File: config.mk
export PLATFORM = sky130hd
export DESIGN_NAME = image_block_packer
export DESIGN_NICKNAME = d
export VERILOG_FILES = /design/src/rtl/image_block_packer.sv
export SDC_FILE = /design/constraint.sdc
export NUM_CORES = 1
export LEC_CHECK = 0
export ABC_CLOCK_PERIOD_IN_PS = 8800
export CAP_MARGIN = 20
export CORE_UTILIZATION = 43
export CTS_CLUSTER_SIZE = 40
export DETAILED_ROUTE_END_ITERATION = 8
export PLACE_DENSITY = 0.69
export SYNTH_ARGS = -nofsm -noshare
export SYNTH_HDL_FRONTEND = slang
export SYNTH_SLANG_ARGS = --single-unit
File: constraint.sdc
create_clock -name clk -period 8.8 [get_ports clk]
set_input_delay 1.32 -clock clk [delete_from_list [all_inputs] [get_ports clk]]
set_output_delay 1.32 -clock clk [all_outputs]
set_load 0.05 [all_outputs]
File: src/rtl/image_block_packer.sv
// Packs a byte stream into 128-bit plaintext blocks for a CBC encryptor, first byte in the MSBs.
// The final block is closed with PKCS#7 padding (PAD_EN=1) or zero-filled (PAD_EN=0).
module image_block_packer #(
    parameter int PAD_EN = 1
) (
    input  logic         clk,
    input  logic         rst,
    input  logic [7:0]   in_byte,
    input  logic         in_valid,
    input  logic         in_last,
    output logic         in_ready,
    output logic [127:0] out_block,
    output logic         out_valid,
    output logic         out_last,
    input  logic         out_ready,
    output logic [15:0]  block_count
);

    typedef enum logic {S_FILL, S_PAD} state_t;

    state_t         state, state_next;
    logic [3:0]     cnt;
    logic [127:0]   acc;
    logic           completing, out_free, accept, load, load_last;
    logic [127:0]   merged, load_block;

    function automatic logic [127:0] place_byte(input logic [127:0] blk,
                                                input logic [3:0] pos,
                                                input logic [7:0] b);
        logic [127:0] r;
        r = blk;
        r[127 - 8 * int'(pos) -: 8] = b;
        return r;
    endfunction

    // Bytes after the one just written get the PKCS#7 count (remaining byte count) or zero.
    function automatic logic [127:0] pad_tail(input logic [127:0] blk,
                                              input logic [3:0] pos);
        logic [127:0] r;
        logic [7:0]   fill;
        r    = blk;
        fill = (PAD_EN != 0) ? {4'd0, 4'd15 - pos} : 8'h00;
        for (int k = 0; k < 16; k++) begin
            if (k > int'(pos)) r[127 - 8 * k -: 8] = fill;
        end
        return r;
    endfunction

    assign completing = (cnt == 4'd15) || in_last;
    assign out_free   = !out_valid || out_ready;
    assign in_ready   = (state == S_FILL) && !(completing && !out_free);
    assign accept     = in_valid && in_ready;
    assign merged     = place_byte(acc, cnt, in_byte);

    always_ff @(posedge clk or posedge rst) begin
        if (rst) state <= S_FILL;
        else     state <= state_next;
    end

    always_comb begin
        state_next = state;
        load       = 1'b0;
        load_block = merged;
        load_last  = 1'b0;
        case (state)
            S_FILL: begin
                if (accept && completing) begin
                    load = 1'b1;
                    if (cnt == 4'd15) begin
                        // A full final block under PKCS#7 still needs a whole pad block after it.
                        if (in_last && PAD_EN != 0) state_next = S_PAD;
                        else                         load_last  = in_last;
                    end else begin
                        load_block = pad_tail(merged, cnt);
                        load_last  = 1'b1;
                    end
                end
            end
            S_PAD: begin
                if (out_free) begin
                    load       = 1'b1;
                    load_block = {16{8'h10}};
                    load_last  = 1'b1;
                    state_next = S_FILL;
                end
            end
            default: state_next = S_FILL;
        endcase
    end

    always_ff @(posedge clk or posedge rst) begin
        if (rst) begin
            cnt <= 4'd0;
            acc <= '0;
        end else if (accept) begin
            if (completing) begin
                cnt <= 4'd0;
                acc <= '0;
            end else begin
                cnt <= cnt + 4'd1;
                acc <= merged;
            end
        end
    end

    // A load on a consume edge replaces the departing block directly, so no bubble appears.
    always_ff @(posedge clk or posedge rst) begin
        if (rst) begin
            out_block   <= '0;
            out_valid   <= 1'b0;
            out_last    <= 1'b0;
            block_count <= 16'd0;
        end else begin
            if (load) begin
                out_block <= load_block;
                out_valid <= 1'b1;
                out_last  <= load_last;
            end else if (out_valid && out_ready) begin
                out_valid <= 1'b0;
            end
            if (out_valid && out_ready) block_count <= block_count + 16'd1;
        end
    end

endmodule
# --- Yosys cells after proc, flatten, opt, wreduce, memory -nomap -nowiden ---
# Index checks and enable logic that the tools add are counted.
totals:
  regBits: 279
  input_bits: 13
  output_inout_bits: 147
  word_cells: 77
op_classes:
  addsub: 5
  order_cmp: 15
  eq_ne: 1
  shifts: 2
  muxes: 35
  bitwise_logic: 1
  reduce_logical: 11
ops:
  columns: ["cell", "n"]
  rows:
  - ["128-bit 2-to-1 mux", 2]
  - ["128-bit one-hot mux with 2 select lines", 1]
  - ["120-bit 2-to-1 mux", 2]
  - ["8-bit by 33-bit variable shift with 135-bit output (first input constant)", 1]
  - ["8-bit by 33-bit indexed part select with 135-bit output", 1]
  - ["128-bit bitwise mux", 1]
  - ["8-bit 2-to-1 mux", 15]
  - ["8-bit negator with 33-bit output", 1]
  - ["4-bit greater-than comparator (first input constant)", 8]
  - ["16-bit by 1-bit adder with 16-bit output (second input constant)", 1]
  - ["3-bit by 4-bit greater-than comparator with 1-bit output (first input constant)", 4]
  - ["1-bit 2-to-1 mux", 10]
  - ["2-bit by 4-bit greater-than comparator with 1-bit output (first input constant)", 2]
  - ["7-bit by 7-bit subtractor with 8-bit output (first input constant)", 1]
  - ["1-bit one-hot mux with 2 select lines", 3]
  - ["1-bit logical AND", 5]
  - ["4-bit by 1-bit adder with 4-bit output (second input constant)", 1]
  - ["4-bit equality test (second input constant)", 1]
  - ["1-bit by 4-bit greater-than comparator with 1-bit output (first input constant)", 1]
  - ["4-bit 2-to-1 mux", 1]
  - ["4-bit subtractor (first input constant)", 1]
  - ["1-bit zero test", 3]
  - ["1-bit logical OR", 2]
  - ["2-bit nonzero test", 1]
  - ["1-bit inverter", 1]

# --- Depth between registers and ports, before layout ---
logic_depth:
  word_depth: 11
  mapped_depth: 12
  ltp_nobuf: 6

# --- Least setup slack after synthesis ---
# No wires, ideal clock.
synth_path:
  kind: "input port to output port"
  start: "input port in_last"
  end: "output port in_ready"
  t_arrival_ns: 2.793
  t_required_ns: 7.480
  slack_ns: 4.687
  cell_stages: 5
  path_buffers: 3
  cell_sequence: "buf_2 -> a31o_2 -> buf_2 -> clkbuf_1 -> a21oi_1"
synth_via:
  elab_chain_len: 4
synth_lines:
  columns: ["element", "line", "source"]
  rows:
  - ["from (decl)", "10", "input logic in_last,"]
  - ["1-bit logical OR", "49", "assign completing = (cnt == 4'd15) || in_last;"]
  - ["1-bit logical AND", "51", "assign in_ready = (state == S_FILL) && !(completing && !out_free);"]
  - ["1-bit zero test", "51", null]
  - ["1-bit logical AND", "51", null]
  - ["to (decl)", "11", "output logic in_ready,"]
# Every way passes these cells.

# --- Worst setup path after layout ---
# Ends and elaborated chain as after synthesis.

==> flow_metrics.py <==
metrics = {
    "status": {
        "status": "complete, no violations",
    },
    "clocking": {
        "cts_htree_levels": 1,
        "cts_buffers": 31,
        "cts-resized-gates": 0,
        "clk_latency_ns": 0.56,
        "cts_hold_buf": 0,
        "cts_setup_buffers": 0,
        "cts_tree": "done",
        "clockBufferDepth": 3,
        "ctsRootBufferMaster": "clkbuf_16",
        "cts.sinks": 279,
        "cts.clk_slew.worst_paths_ns": 0.06,
    },
    "finish": {
        "utilization": 0.526,
        "drive_gt1_frac": 0.0784,
        "area_growth_pct": 20.2,
        "n_antenna_cell": 0,
        "num-nets-final": 1541,
    },
    "detailed_routing": {
        "vias": 11764,
        "wl_per_cell_um": 21.9,
        "vias_per_cell": 6.05,
        "routed_wl_mm": 42.6,
        "drtAntennaViolNets": 0,
        "drtPass1Iterations": 6,
        "drt_iter0_markers": 1334,
        "post-route-drc-count": 0,
    },
    "die": {
        "io_pins": 160,
        "rows": 65,
        "initial_core_util": 0.438,
        "die_area_mm2": 0.0328,
        "die_h_um": 181,
        "die_x_um": 181,
        "core_mm2": 0.0316,
    },
    "grt": {
        "antenna_found_initial": 0,
        "grt_pass1_wl_mm": 66.4,
        "grtUsageMet1": 0.372,
        "grt_overflow_total": 0,
        "top_usage_layer": "met2",
        "grt_max_degree": 185,
        "grt_usage": 0.258,
        "use_met3": 0.0419,
        "grt_pass1_vias": 11275,
        "met2_usage": 0.394,
    },
    "setup_path": {
        "r2r-end": "acc[6]",
        "critical_path_class": "input port to primary output",
        "rr_startpoint": "cnt[0]",
        "cp.required_ns": 7.48,
        "startpoint_type": "input port",
        "cp.arrival_ns": 3.56,
        "endpoint_kind": "primary output",
        "r2r_cells": 7,
        "rrSetupSlack_ns": 4.77,
        "cp_max_fo": 30,
    },
    "synth": {
        "synth_edf_count": 0,
        "synth.largest_area_cell": "dfrtp_1",
        "synth_cell_types": 82,
        "synth_top_area_frac": 0.505,
        "seq_area_frac_synth": 0.505,
        "synth-async-reset-ratio": 1.00,
        "yosys-top-cells-area": "dfrtp_1 (51%), nand2_1 (6.2%), o31ai_1 (4.1%)",
        "syn_area_mm2": 0.0138,
        "synth_ff_type": "dfrtp_1",
        "synth-warning-count": 0,
        "syn_avg_cell_area_um2": 9.63,
        "syn-instance-count": 1434,
        "synth_most_common_cell": "dfrtp_1",
        "synth_fp_nets": 1455,
        "ys_ff_latch": 279,
        "synth_commonest_cells": "dfrtp_1 (279), nand2_1 (228), o21ai_0 (104)",
    },
    "timing": {
        "rsz0062_at_grt": "false",
        "slew_headroom": 0.192,
        "hold_ws_ns": 0.470,
        "fin_setup_tns_ns": 0,
        "fmax_mhz": 205,
        "fin_worst_skew_ns": 0.0121,
        "maxSlewViolCount": 0,
        "fin_crit_ns": 4.88,
        "finalHoldViolCount": 0,
        "tightest_slew_ns": 1.20,
        "finalSetupViolations": 0,
        "min_period_over_period": 0.555,
    },
    "placed_design": {
        "dp_hpwl_mm": 27.9,
        "port_buffers": 159,
        "routabilityCongestion": 0.847,
    },
    "pwr": {
        "leakage_uw": 0.00707,
        "worst_ir_drop_vdd_mv": 0.162,
        "power_uw": 4010,
        "pwr_density_cell_mw_per_mm2": 241,
    },
    "hold_path": {
        "hold_path_end": "acc[59]",
        "hold_start": "acc[59]",
        "whs_path_depth": 2,
        "hold_class": "flip-flop to flip-flop",
    },
    "flow_run": {
        "cap_violations": 0,
    },
}
layout make-up:
cell class | count | area, µm²
fill | 2827 | 15000
sequential | 279 | 6980
multi-input combinational | 1024 | 6230
timing repair buffer | 178 | 1770
clock buffer | 42 | 887
tap | 402 | 503
clock inverter | 14 | 201
inverter | 6 | 26.3
cell families after synthesis:
group,after synthesis,synth area share
mux,50,0.0372
compound gates,458,0.219
simple gates,493,0.175
flops,279,0.505
xor+xnor,15,0.00951
buf+inv,131,0.0459
fa+ha+maj,8,0.00725
placed cells by master (no fill, tap or decap), drive strengths merged, types with 16 or more instances in the layout:
cell           instances
clkdlybuf4s50        159
dfrtp                279
nor3                  28
and3                  20
a2bb2oi               16
nand2                229
mux2i                 39
clkbuf                42
nand3                 31
nand3b                18
o21ai                131
a21oi                 95
nor2                  85
o31ai                 75
buf                   19
a22o                  23
state kept, by name, summed over array words and instances, names as in the netlist:
| register | count |
|---|---|
| state | 1 |
| acc | 128 |
| block_count | 16 |
| out_block | 128 |
| cnt | 4 |
| out_last | 1 |
| out_valid | 1 |
layer usage:
metal | share of wire | wire length (µm) | up-vias
met1 | 0.44 | 18600 | 5771
met4 | 0.032 | 1370 | 0
met3 | 0.080 | 3410 | 96
met5 | 0 | 0 | -
li1 | - | - | 5364
met2 | 0.45 | 19300 | 533
power breakdown:
group | switching (µW) | internal (µW)
clock | 537 | 848
sequential | 115 | 1430
combinational | 742 | 337
total | 1390 | 2610
worst max path at each step:
stage	start	endpoint	slack, ns	depth (start not counted)
floorplan	rst	acc[0]	3.79	1
global placement	out_ready	acc[6]	3.97	7
detailed placement	out_ready	acc[6]	3.90	7
CTS	in_last	in_ready	3.95	4
global route	in_last	in_ready	3.89	4
finish	in_last	in_ready	3.92	4
stage by stage:
| step | instances | instance area, µm² | setup WS, ns |
|---|---|---|---|
| floorplan | 1434 | 13800 | 3.79 |
| global route | 1945 | 16600 | 3.89 |
| finish | 1945 | 16600 | 3.92 |
| detailed placement | 1887 | 15500 | 3.90 |
| CTS | 1943 | 16600 | 3.95 |
| global placement | 1886 | 15500 | 3.97 |
critical path, cell delays in order:
cell,delay (ns)
clkdlybuf4s50_1,0.66
a31o_4,0.45
a21oi_1,0.26
clkdlybuf4s50_1,0.86
Power figures use the tool's default switching activity.
